===== config.mk =====
export PLATFORM = sky130hd
export DESIGN_NAME = init_sample_pipe_flat
export DESIGN_NICKNAME = d
export VERILOG_FILES = /design/src/rtl/init_sample_pipe_if.sv /design/src/rtl/init_sample_pipe.sv /design/src/flat_wrapper.sv
export SDC_FILE = /design/constraint.sdc
export NUM_CORES = 1
export LEC_CHECK = 0
export CORE_AREA = 2 2 39 41
export CTS_CLUSTER_DIAMETER = 40
export CTS_CLUSTER_SIZE = 30
export DETAILED_ROUTE_END_ITERATION = 12
export DIE_AREA = 0 0 41 43
export HOLD_SLACK_MARGIN = 0.08
export SLEW_MARGIN = 20
export SYNTH_ARGS = -nofsm -noshare
export SYNTH_HDL_FRONTEND = slang
export SYNTH_SLANG_ARGS = --single-unit

===== constraint.sdc =====
create_clock -name clock -period 1.7 [get_ports clock]
set_input_delay 0.34 -clock clock [delete_from_list [all_inputs] [get_ports clock]]
set_output_delay 0.34 -clock clock [all_outputs]
set_load 0.01 [all_outputs]

===== src/rtl/init_sample_pipe_if.sv =====
// Handshake/data bundle for init_sample_pipe: pipeline controls and inputs in,
// last-stage data plus fill/priming/change status out.
interface init_sample_pipe_if #(
   parameter int WIDTH    = 1,
   parameter int CHANNELS = 1,
   parameter int DEPTH    = 2
) ();
   localparam int DW = CHANNELS * WIDTH;
   localparam int FW = $clog2(DEPTH + 1);

   logic                advance;
   logic                flush;
   logic                in_valid;
   logic [DW-1:0]       in_data;
   logic [DW-1:0]       out_data;
   logic                out_valid;
   logic                primed;
   logic [FW-1:0]       fill_count;
   logic [CHANNELS-1:0] out_changed;

   modport master (
      output advance, flush, in_valid, in_data,
      input  out_data, out_valid, primed, fill_count, out_changed
   );

   modport slave (
      input  advance, flush, in_valid, in_data,
      output out_data, out_valid, primed, fill_count, out_changed
   );
endinterface


===== src/rtl/init_sample_pipe.sv =====
// Multi-lane sampling pipeline whose every register is defined from the first
// reset edge; tracks per-stage valid, fill/priming and last-stage change pulses.
module init_sample_pipe #(
   parameter int               WIDTH    = 1,
   parameter int               CHANNELS = 1,
   parameter int               DEPTH    = 2,
   parameter logic [WIDTH-1:0] INIT     = '0
) (
   input logic               clock,
   input logic               reset,
   init_sample_pipe_if.slave bus
);
   localparam int            DW       = CHANNELS * WIDTH;
   localparam int            FW       = $clog2(DEPTH + 1);
   localparam logic [FW-1:0] FILL_MAX = FW'(DEPTH);
   localparam logic [DW-1:0] INIT_ALL = {CHANNELS{INIT}};

   logic [DW-1:0]       r_data [DEPTH];
   logic [DEPTH-1:0]    r_valid;
   logic [FW-1:0]       r_fill;
   logic                r_primed;
   logic [CHANNELS-1:0] r_changed;

   logic [DW-1:0]       w_new_last;
   logic                w_new_last_valid;
   logic [FW-1:0]       w_fill_nxt;
   logic [CHANNELS-1:0] w_lane_diff;

   // Value the last stage takes on an advance; with one stage it is the input itself.
   generate
      if (DEPTH == 1) begin : g_single
         assign w_new_last       = bus.in_data;
         assign w_new_last_valid = bus.in_valid;
      end else begin : g_multi
         assign w_new_last       = r_data[DEPTH-2];
         assign w_new_last_valid = r_valid[DEPTH-2];
      end
   endgenerate

   assign w_fill_nxt = (r_fill == FILL_MAX) ? r_fill : r_fill + FW'(1);

   always_comb begin
      w_lane_diff = '0;
      for (int c = 0; c < CHANNELS; c++) begin
         w_lane_diff[c] = (r_data[DEPTH-1][c*WIDTH +: WIDTH] != w_new_last[c*WIDTH +: WIDTH]);
      end
   end

   always_ff @(posedge clock) begin
      if (reset || bus.flush) begin
         for (int k = 0; k < DEPTH; k++) begin
            r_data[k] <= INIT_ALL;
         end
         r_valid   <= '0;
         r_fill    <= '0;
         r_primed  <= 1'b0;
         r_changed <= '0;
      end else if (bus.advance) begin
         r_data[0]  <= bus.in_data;
         r_valid[0] <= bus.in_valid;
         for (int k = 1; k < DEPTH; k++) begin
            r_data[k]  <= r_data[k-1];
            r_valid[k] <= r_valid[k-1];
         end
         r_fill    <= w_fill_nxt;
         r_primed  <= (w_fill_nxt == FILL_MAX);
         // A change only counts between two valid samples.
         r_changed <= (r_valid[DEPTH-1] && w_new_last_valid) ? w_lane_diff : '0;
      end else begin
         r_changed <= '0;
      end
   end

   assign bus.out_data    = r_data[DEPTH-1];
   assign bus.out_valid   = r_valid[DEPTH-1];
   assign bus.primed      = r_primed;
   assign bus.fill_count  = r_fill;
   assign bus.out_changed = r_changed;
endmodule

===== src/flat_wrapper.sv =====
// flat-port wrapper written by rule: the top's interface ports become plain ports
module init_sample_pipe_flat 
#(
   parameter int               WIDTH    = 1,
   parameter int               CHANNELS = 1,
   parameter int               DEPTH    = 2,
   parameter logic [WIDTH-1:0] INIT     = '0
)
  (clock, reset, bus_advance, bus_flush, bus_in_valid, bus_in_data, bus_out_data, bus_out_valid, bus_primed, bus_fill_count, bus_out_changed);
  init_sample_pipe_if #(.WIDTH(WIDTH), .CHANNELS(CHANNELS), .DEPTH(DEPTH)) bus_i ();
  input logic clock;
  input logic reset;
  input wire logic [$bits(bus_i.advance)-1:0] bus_advance;
  input wire logic [$bits(bus_i.flush)-1:0] bus_flush;
  input wire logic [$bits(bus_i.in_valid)-1:0] bus_in_valid;
  input wire logic [$bits(bus_i.in_data)-1:0] bus_in_data;
  output wire logic [$bits(bus_i.out_data)-1:0] bus_out_data;
  output wire logic [$bits(bus_i.out_valid)-1:0] bus_out_valid;
  output wire logic [$bits(bus_i.primed)-1:0] bus_primed;
  output wire logic [$bits(bus_i.fill_count)-1:0] bus_fill_count;
  output wire logic [$bits(bus_i.out_changed)-1:0] bus_out_changed;
  assign bus_i.advance = bus_advance;
  assign bus_i.flush = bus_flush;
  assign bus_i.in_valid = bus_in_valid;
  assign bus_i.in_data = bus_in_data;
  assign bus_out_data = bus_i.out_data;
  assign bus_out_valid = bus_i.out_valid;
  assign bus_primed = bus_i.primed;
  assign bus_fill_count = bus_i.fill_count;
  assign bus_out_changed = bus_i.out_changed;
  init_sample_pipe #(.WIDTH(WIDTH), .CHANNELS(CHANNELS), .DEPTH(DEPTH), .INIT(INIT)) u_core (.clock(clock), .reset(reset), .bus(bus_i));
endmodule

==> qor.yml <==
floorplanning:
  dieArea_mm2: 0.00176
  ioPinCount: 12
  dieWidth_um: 41
  initial_utilization: 0.223
  rows: 14
  die_h_um: 43
  coreArea_mm2: 0.00138
logic_synthesis:
  synth_top_family_by_area: "simple AND/OR/NAND/NOR gates"
  syn-instance-count: 27
  syn-num-nets: 34
  synth_compound_area_frac: 0
  ys_ff_latch: 7
  syn_area_per_cell_um2: 11.4
  syn-cell-area_um2: 309
  synth_fa_ha_area_frac: 0.0405
  synth-simple-area-share: 0.198
  yosys_warnings: 0
  synthMuxAreaShare: 0.130
  synth_cell_types: 14
  seq_area_frac_synth: 0.518
  synth_xor_xnor_area_share: 0.0283
clock_tree:
  cts_tree: "built"
  cts_buffers: 3
  cts_setup_buffers: 0
  cts_resized: 0
  clkTransAtPathRegs_ps: 50
  root_buffer: "clkbuf_4"
  cts_hold_buffers: 0
  cts.htree.levels: 1
  clk_latency_ps: 250
  cts.sinks: 7
  clockBufferDepth: 2
final_layout:
  multi_input_comb_area_um2: 123
  mostFrequentLayoutCells: "clkdlybuf4s50_1, dfxtp_1, mux2i_1, nor3_1, clkbuf_4"
  ff_latch_area_um2: 160
  diodes: 0
  layout-drive-gt1-share: 0.171
  fillers: 153
  fin_nets: 49
  design_area_um2: 454
  area_growth_pct: 47.0
  final_core_util: 0.328
  mostFrequentLayoutCell: "clkdlybuf4s50_1"
global_routing:
  grt_pass1_vias: 219
  grt_max_degree: 8
  antenna_found_initial: 0
  grt_pass1_wl_um: 862
  grt_overflow: 0
  grt_util_all_layers: 0.0789
power:
  power.share.switching: 0.212
  ir_drop_v: 0.000306
  pwr_density_cell_mw_per_mm2: 817
  power_frac_seq: 0.487
  p_total_uw: 371
  comb_power_share: 0.111
  p_leak_uw: 0.000177
  pwr-share-clk: 0.402
  netSwitchingPower_uw: 78.7
  internal_power_uw: 292
setup_path:
  end_kind: "primary output"
  cp-endpoint: "bus_fill_count[1]"
  path_delay_family: "buffers and inverters"
  r2r_slack_ps: 730
  path_cells: "clkdlybuf4s50_1"
  worstPathArrival_ps: 1150
  r2r_start: "u_core.bus.fill_count[0]$_SDFFE_PP0P_"
  critical_path_cell_count: 1
  worst_setup_path_start_kind: "flop"
  crit_start: "u_core.bus.fill_count[1]$_SDFFE_PP0P_"
  cp.required_ps: 1360
  cp_max_fo: 4
  cp_slowest_cell: "clkdlybuf4s50_1"
  critPathKind: "reg -> out"
  critical-path-max-stage-delay_ps: 550
  rr_endpoint: "u_core.bus.fill_count[1]$_SDFFE_PP0P_"
  critical_path_buf_inv_count: 1
  reg2reg_depth: 4
sta:
  max_slew_margin: 0.876
  finalSetupTns_ps: 0
  rsz0062_at_grt: "false"
  skew_ps: 0.972
  min_period_ps: 1490
  finalHoldViolations: 0
  final_max_slew_viol_count: 0
  fmax_ghz: 0.669
  worst_pin_slew_ps: 186
  period_share: 0.879
  setup_viol: 0
  holdWs_ps: 546
route:
  postRouteAntennaNets: 0
  drc: 0
  viasPerCell: 4.11
  drtPass1Iterations: 1
  dr_total_vias: 234
  wire_per_inst_um: 9.30
  drt_iter0_drc: 0
  drt_wl_total_um: 530
run_status:
  outcome: "completed"
placed_design:
  dp_hpwl_um: 395
  gp_congestion: 0.684
  portBuffers: 11
  placed_area_um2: 428
worst_hold_path:
  hp-class: "reg -> reg"
run:
  drv_cap: 0
## power groups by stage
stage / sequential [uW] / clock (uW) / combinational [uW]
global route: 181 / 164 / 45.8
global placement: 184 / 0 / 41.6
finish: 181 / 149 / 41.3
CTS: 181 / 161 / 41.8
floorplan: 185 / 0 / 18.2
detailed placement: 184 / 0 / 41.4
## through the flow
| stage | cells | setup slack [ps] |
|---|---|---|
| floorplan | 27 | 601 |
| global placement | 53 | 206 |
| detailed placement | 53 | 190 |
| CTS | 57 | 188 |
| global route | 57 | 168 |
| finish | 57 | 206 |
## area by class of cell
cell class	instances	area share
repair buffers	12	0.259
clock buffers	4	0.0579
well taps	16	0.0441
inverters	2	0.0165
multi-input cells	16	0.270
flip-flops and latches	7	0.353
## state kept, by name, summed over array words and instances (netlist names)
name / flops
u_core.bus.fill_count: 2
u_core.r_data: 2
u_core.r_valid: 2
u_core.bus.out_changed: 1
## worst min-delay path by stage
stage,startpoint,end,cells past startpoint
floorplan,reset,u_core.bus.fill_count[0]$_SDFFE_PP0P_,1
CTS,u_core.bus.fill_count[0]$_SDFFE_PP0P_,u_core.bus.fill_count[0]$_SDFFE_PP0P_,2
global route,u_core.bus.fill_count[1]$_SDFFE_PP0P_,u_core.bus.fill_count[1]$_SDFFE_PP0P_,2
detailed placement,u_core.bus.fill_count[0]$_SDFFE_PP0P_,u_core.bus.fill_count[0]$_SDFFE_PP0P_,2
global placement,u_core.r_valid[0]$_SDFFE_PP0P_,u_core.r_valid[0]$_SDFFE_PP0P_,2
finish,u_core.r_valid[0]$_SDFFE_PP0P_,u_core.r_valid[0]$_SDFFE_PP0P_,2
## cells in the mapped netlist
cell type  number  share of area
and3_2          2          0.049
ha_1            1          0.040
mux2i_1         4           0.13
nor3_1          4          0.065
xnor2_1         1          0.028
or3_1           1          0.020
buf_6           1          0.036
inv_1           2          0.024
nand2_1         1          0.012
and4bb_2        1          0.040
nor2_1          1          0.012
buf_4           1          0.024
edfxtp_1        2           0.19
dfxtp_1         5           0.32
## per-layer routing
| metal | vias up | part of all wire | global-route usage |
|---|---|---|---|
| li1 | 124 | - | - |
| met1 | 101 | 0.46 | 0.0990 |
| met2 | 9 | 0.45 | 0.0906 |
| met3 | 0 | 0.079 | 0.0366 |
| met4 | 0 | 0 | 0.0800 |
| met5 | - | 0 | 0 |
## kinds of logic after synthesis
kind of cell,Yosys count
AND/OR/NAND/NOR,10
buffers and inverters,4
flip-flops,7
XOR/XNOR,1
adder cells (fa/ha/maj),1
multiplexers,4
## worst register-to-register path: stages (launching register included)
cell and delay (ps):
dfxtp_1 350, inv_1 50, ha_1 280, mux2i_1 130, nor3_1 50
(Power assumes the default switching activity.)
